File: src/rtl/quiz_judge_if.sv
// Quiz judge host-side signal bundle: lamps and buttons in, score/status out.
interface quiz_judge_if;
    localparam int unsigned SCORE_W = 4;

    logic               lamp1;
    logic               lamp2;
    logic               btn_ok;
    logic               btn_ng;
    logic               clear;
    logic [SCORE_W-1:0] score1;
    logic [SCORE_W-1:0] score2;
    logic [1:0]         answering;
    logic               timeout_led;
    logic               game_over;

    // Host/buzzer side drives lamps and buttons, observes results.
    modport master (
        output lamp1, lamp2, btn_ok, btn_ng,
        input  clear, score1, score2, answering, timeout_led, game_over
    );

    // Judge side.
    modport slave (
        input  lamp1, lamp2, btn_ok, btn_ng,
        output clear, score1, score2, answering, timeout_led, game_over
    );
endinterface

File: src/rtl/quiz_judge.sv
// Quiz judge: arbitrates a buzzed player's answer window, keeps scores,
// drives the buzzer host-clear and declares the winner.
module quiz_judge #(
    parameter int unsigned TIMEOUT   = 50,
    parameter int unsigned MAX_SCORE = 9
) (
    input  logic        clk,
    input  logic        rst_n,
    quiz_judge_if.slave jif
);
    localparam int unsigned TIMER_W = 16;
    localparam int unsigned SCORE_W = 4;
    localparam logic [TIMER_W-1:0] TIMER_LOAD = TIMER_W'(TIMEOUT - 1);
    localparam logic [SCORE_W-1:0] SCORE_MAX  = SCORE_W'(MAX_SCORE);

    typedef enum logic [1:0] {
        ST_WAIT,
        ST_ANSWER,
        ST_CLEAR,
        ST_OVER
    } state_e;

    state_e             state_q, state_d;
    logic [TIMER_W-1:0] timer_q, timer_d;
    logic [SCORE_W-1:0] score1_q, score1_d;
    logic [SCORE_W-1:0] score2_q, score2_d;
    logic [1:0]         answering_q, answering_d;
    logic               clear_q, clear_d;
    logic               timeout_led_q, timeout_led_d;
    logic               game_over_q, game_over_d;
    logic               ok_q, ok_d;
    logic               ng_q, ng_d;

    logic               ok_ev;
    logic               ng_ev;
    logic               any_lamp;
    logic [SCORE_W-1:0] cur_score;
    logic [SCORE_W-1:0] new_score;

    assign ok_ev    = jif.btn_ok & ~ok_q;
    assign ng_ev    = jif.btn_ng & ~ng_q;
    assign any_lamp = jif.lamp1 | jif.lamp2;

    // Next-state, score and output decisions for the current cycle.
    always_comb begin
        state_d       = state_q;
        timer_d       = timer_q;
        score1_d      = score1_q;
        score2_d      = score2_q;
        answering_d   = answering_q;
        clear_d       = clear_q;
        timeout_led_d = timeout_led_q;
        game_over_d   = game_over_q;
        ok_d          = jif.btn_ok;
        ng_d          = jif.btn_ng;
        cur_score     = answering_q[1] ? score2_q : score1_q;
        new_score     = cur_score;

        case (state_q)
            ST_WAIT: begin
                clear_d = 1'b0;
                if (jif.lamp1 && jif.lamp2) begin
                    // Tie is invalid: just clear the buzzers.
                    state_d = ST_CLEAR;
                    clear_d = 1'b1;
                end else if (any_lamp) begin
                    state_d       = ST_ANSWER;
                    answering_d   = {jif.lamp2, jif.lamp1};
                    timer_d       = TIMER_LOAD;
                    timeout_led_d = 1'b0;
                end
            end
            ST_ANSWER: begin
                if (ok_ev && !ng_ev) begin
                    new_score   = cur_score + SCORE_W'(1);
                    answering_d = 2'b00;
                    if (new_score == SCORE_MAX) begin
                        state_d     = ST_OVER;
                        game_over_d = 1'b1;
                        clear_d     = any_lamp;
                    end else begin
                        state_d = ST_CLEAR;
                        clear_d = 1'b1;
                    end
                end else if (ng_ev && !ok_ev) begin
                    new_score   = (cur_score == '0) ? '0 : cur_score - SCORE_W'(1);
                    answering_d = 2'b00;
                    state_d     = ST_CLEAR;
                    clear_d     = 1'b1;
                end else if (timer_q == '0) begin
                    timeout_led_d = 1'b1;
                    answering_d   = 2'b00;
                    state_d       = ST_CLEAR;
                    clear_d       = 1'b1;
                end else begin
                    timer_d = timer_q - TIMER_W'(1);
                end
                if (answering_q[1]) begin
                    score2_d = new_score;
                end else begin
                    score1_d = new_score;
                end
            end
            ST_CLEAR: begin
                if (!any_lamp) begin
                    state_d = ST_WAIT;
                    clear_d = 1'b0;
                end
            end
            ST_OVER: begin
                clear_d = any_lamp;
            end
            default: begin
                state_d = ST_WAIT;
            end
        endcase
    end

    // State and registered outputs; buttons reset high so a held button gives no event.
    always_ff @(posedge clk) begin
        if (!rst_n) begin
            state_q       <= ST_WAIT;
            timer_q       <= '0;
            score1_q      <= '0;
            score2_q      <= '0;
            answering_q   <= 2'b00;
            clear_q       <= 1'b0;
            timeout_led_q <= 1'b0;
            game_over_q   <= 1'b0;
            ok_q          <= 1'b1;
            ng_q          <= 1'b1;
        end else begin
            state_q       <= state_d;
            timer_q       <= timer_d;
            score1_q      <= score1_d;
            score2_q      <= score2_d;
            answering_q   <= answering_d;
            clear_q       <= clear_d;
            timeout_led_q <= timeout_led_d;
            game_over_q   <= game_over_d;
            ok_q          <= ok_d;
            ng_q          <= ng_d;
        end
    end

    assign jif.clear       = clear_q;
    assign jif.score1      = score1_q;
    assign jif.score2      = score2_q;
    assign jif.answering   = answering_q;
    assign jif.timeout_led = timeout_led_q;
    assign jif.game_over   = game_over_q;
endmodule

File: src/flat_wrapper.sv
// flat-port wrapper written by rule: the top's interface ports become plain ports
module quiz_judge_flat 
#(
    parameter int unsigned TIMEOUT   = 50,
    parameter int unsigned MAX_SCORE = 9
)
  (clk, rst_n, jif_lamp1, jif_lamp2, jif_btn_ok, jif_btn_ng, jif_clear, jif_score1, jif_score2, jif_answering, jif_timeout_led, jif_game_over);
  quiz_judge_if jif_i ();
  input  logic clk;
  input  logic rst_n;
  input wire logic [$bits(jif_i.lamp1)-1:0] jif_lamp1;
  input wire logic [$bits(jif_i.lamp2)-1:0] jif_lamp2;
  input wire logic [$bits(jif_i.btn_ok)-1:0] jif_btn_ok;
  input wire logic [$bits(jif_i.btn_ng)-1:0] jif_btn_ng;
  output wire logic [$bits(jif_i.clear)-1:0] jif_clear;
  output wire logic [$bits(jif_i.score1)-1:0] jif_score1;
  output wire logic [$bits(jif_i.score2)-1:0] jif_score2;
  output wire logic [$bits(jif_i.answering)-1:0] jif_answering;
  output wire logic [$bits(jif_i.timeout_led)-1:0] jif_timeout_led;
  output wire logic [$bits(jif_i.game_over)-1:0] jif_game_over;
  assign jif_i.lamp1 = jif_lamp1;
  assign jif_i.lamp2 = jif_lamp2;
  assign jif_i.btn_ok = jif_btn_ok;
  assign jif_i.btn_ng = jif_btn_ng;
  assign jif_clear = jif_i.clear;
  assign jif_score1 = jif_i.score1;
  assign jif_score2 = jif_i.score2;
  assign jif_answering = jif_i.answering;
  assign jif_timeout_led = jif_i.timeout_led;
  assign jif_game_over = jif_i.game_over;
  quiz_judge #(.TIMEOUT(TIMEOUT), .MAX_SCORE(MAX_SCORE)) u_core (.clk(clk), .rst_n(rst_n), .jif(jif_i));
endmodule
File: config.mk
export PLATFORM = sky130hd
export DESIGN_NAME = quiz_judge_flat
export DESIGN_NICKNAME = d
export VERILOG_FILES = /design/src/rtl/quiz_judge_if.sv /design/src/rtl/quiz_judge.sv /design/src/flat_wrapper.sv
export SDC_FILE = /design/constraint.sdc
export NUM_CORES = 1
export LEC_CHECK = 0
export CAP_MARGIN = 20
export CORE_AREA = 8 8 72 74
export DETAILED_ROUTE_END_ITERATION = 10
export DIE_AREA = 0 0 80 82
export GPL_TIMING_DRIVEN = 0
export PLACE_DENSITY_LB_ADDON = 0.05
export SYNTH_ARGS = -nofsm -noshare
export SYNTH_HDL_FRONTEND = slang
export SYNTH_SLANG_ARGS = --single-unit
File: constraint.sdc
create_clock -name clk -period 7.02 [get_ports clk]
set_input_delay 1.404 -clock clk [delete_from_list [all_inputs] [get_ports clk]]
set_output_delay 1.404 -clock clk [all_outputs]
set_load 0.005 [all_outputs]
==> results.yml <==
floorplanning:
  ioPinCount: 19
  core_area_mm2: 0.00414
  fp-row-count: 24
  dieArea_mm2: 0.00656
  die_x_um: 80
  start_util: 0.468
  die_h_um: 82
routing:
  met3_length_um: 264
  remaining_drc_errors: 0
  highest_layer: "met4"
  via_per_inst: 5.73
  wire_per_inst_um: 15.0
  firstDrtPassIters: 4
  antenna_left: 0
  via_count: 1781
  first_iter_violations: 90
  drt-total-wl_mm: 4.67
  wl_met2_mm: 1.92
  met1Wirelength_mm: 2.43
place:
  placed_cell_area_mm2: 0.00218
  dp_cells: 303
  io_buffers: 18
  routabilityCongestion: 0.888
  place_worst_setup_slack_ns: 3.01
  dpl.hpwl_mm: 3.44
sta:
  worstMarginPinSlew_ns: 0.641
  fin_crit_ns: 3.70
  fmax_mhz: 270
  clock_skew_ns: 0.00690
  setup_ws_ns: 3.32
  hold_violations: 0
  slew_violations: 0
  relSlewSlack: 0.571
  rsz0062_at_grt: "false"
  finalSetupTns_ns: 0
  setup_viol: 0
  period_share: 0.527
run:
  cap_violations: 0
logic_synthesis:
  synth.net_count: 251
  synth_edf_count: 0
  ys_warn_count: 0
  synthCells: 233
  synth_xor_xnor_area_share: 0.0316
  synth_compound_area_frac: 0.262
  ys_seq_elements: 33
  avgSynthCellArea_um2: 8.32
  synth.mux.area_fraction: 0.0258
  synthFlopType: "dfxtp_1"
  synth_top_family_by_area: "compound AO/OA/AOI/OAI gates"
  synthesis.area_mm2: 0.00194
  synth-simple-area-share: 0.221
  synthAdderAreaFrac: 0.0775
  async_flop_share: 0
  ys_seq_area_frac: 0.341
  yosysUniqueCellTypes: 47
power:
  powerDensity_mw_per_mm2: 410
  cellLeakagePower_nw: 0.824
  power_mw: 0.930
  peakVddDrop_uv: 187
global_route:
  antenna_found_initial: 0
  grt_max_degree: 11
  grt_remaining_overflow: 0
  grt.total_usage: 0.154
  grt_pass1_wl_mm: 8.00
  grt_pass1_vias: 1675
finish:
  areaGrowthSynthToFinish_pct: 16.9
  antenna_cells: 0
  design_area_mm2: 0.00227
  layout-drive-gt1-share: 0.0541
  final_cells: 311
  nets: 276
critical_path:
  crit_top_cell: "o31a_1"
  cp_slowest_stage_delay_ns: 0.42
  worstSetupPathType: "in -> reg"
  start_kind: "input pin"
  cp_max_fo: 10
  path_cells: "clkdlybuf4s50_1 -> nand2b_1 -> inv_1 -> ha_1 -> o21a_1 -> a211oi_4 -> o211ai_1 -> o31a_1 -> o31a_1"
  crit_slowest_cell: "a211oi_4"
  cp.required_ns: 7.20
  ff2ff_path_depth: 9
  arrival_ns: 3.88
  cp-end-kind: "flip-flop"
outcome:
  status: "finished, final reports clean"
clock_tree:
  clock_latency_ns: 0.29
  htreeDepth: 2
  cts_tree: "yes"
  cts_buffers: 5
  cts_setup_buffers: 0
  cts-root-buf: "clkbuf_8"
  clockBufferDepth: 2
  clk_pin_slew_worst_paths_ns: 0.07
  ctsResizeCount: 0
  hold_buffers: 0
  cts_sinks: 33
worst_hold_path:
  hp-class: "reg -> reg"
  hold_path_depth: 1
-- power by group --
group / internal, mW / switching, mW
Combinational: 0.202 / 0.288
Sequential: 0.244 / 0.0550
Clock: 0.0687 / 0.0727
-- worst max-delay path: cells and delay by family --
family,cells,cell delay [ns]
compound gates,5,1.62
simple gates,1,0.10
fa+ha+maj,1,0.31
buf+inv,2,0.46
-- synthesized netlist by cell type (5+ instances only) --
library cell	instances	area (um2)
a21oi_1	22	110
clkbuf_1	6	22.5
dfxtp_1	33	661
ha_1	12	150
inv_1	13	48.8
mux2i_1	5	50.1
nand2_1	12	45.0
nand2b_1	6	37.5
nand3_1	6	30.0
nand4_1	5	31.3
nor2_1	18	67.6
nor3_1	5	25.0
nor4_1	5	31.3
o21a_1	7	52.6
o21ai_0	15	75.1
or4_1	5	37.5
-- path summary, 6_finish.rpt --
kind / slack (ns) / endpoint / from
hold / removal: 0.47 / u_core.jif.game_over$_SDFFE_PN0P_ / u_core.jif.game_over$_SDFFE_PN0P_
setup / recovery: 3.32 / u_core.timer_q[5]$_SDFFE_PN0P_ / jif_btn_ok
setup reg to reg: 3.87 / u_core.jif.score1[2]$_SDFFE_PN0P_ / u_core.jif.answering[1]$_SDFFE_PN0P_
hold reg to reg: 0.47 / u_core.jif.game_over$_SDFFE_PN0P_ / u_core.jif.game_over$_SDFFE_PN0P_
-- routing by layer --
| metal | track usage | up-vias |
|---|---|---|
| li1 | - | 920 |
| met1 | 0.198 | 818 |
| met2 | 0.239 | 38 |
| met3 | 0.0470 | 5 |
| met4 | 0.0491 | 0 |
| met5 | 0 | - |
-- cell type report --
type,count,area (um2)
Buffer,8,31.3
Clock buffer,6,72.6
Clock inverter,2,10.0
Fill cell,413,1880
Inverter,13,48.8
Multi-Input combinational cell,179,1200
Sequential cell,33,661
Tap cell,52,65.1
Timing Repair Buffer,18,180
-- per-stage QoR --
stage	util	hold slack, ns
after floorplan	-	0.452
after global placement	0.527	0.449
after detailed placement	0.527	0.457
after CTS	0.547	0.474
after global routing	0.547	0.498
final	0.547	0.470
-- registers in the layout, indices dropped and copies added (netlist names) --
| name | flops |
|---|---|
| u_core.state_q | 2 |
| u_core.jif.timeout_led | 1 |
| u_core.ok_q | 1 |
| u_core.jif.score2 | 4 |
| u_core.timer_q | 16 |
| u_core.jif.score1 | 4 |
| u_core.ng_q | 1 |
| u_core.jif.game_over | 1 |
| u_core.jif.answering | 2 |
| u_core.jif.clear | 1 |
-- kinds of logic (layout without fill, tap and decap cells) --
logic type               after synthesis  count (layout)
AND/OR/NAND/NOR                       79              79
AO/OA/AOI/OAI                         76              76
flip-flops                            33              33
buffers and inverters                 21              47
adder cells (fa/ha/maj)               12              12
XOR/XNOR                               7               7
multiplexers                           5               5
-- placed cells by master (no fill, tap or decap), types with 7 or more instances in the layout --
| cell type | count |
|---|---|
| dfxtp_1 | 33 |
| o21a_1 | 7 |
| nor2_1 | 18 |
| ha_1 | 12 |
| inv_1 | 13 |
| nand2_1 | 12 |
| clkdlybuf4s50_1 | 18 |
| o21ai_0 | 15 |
| clkbuf_1 | 7 |
| a21oi_1 | 22 |
No activity file was read; power rests on OpenSTA's default activity.
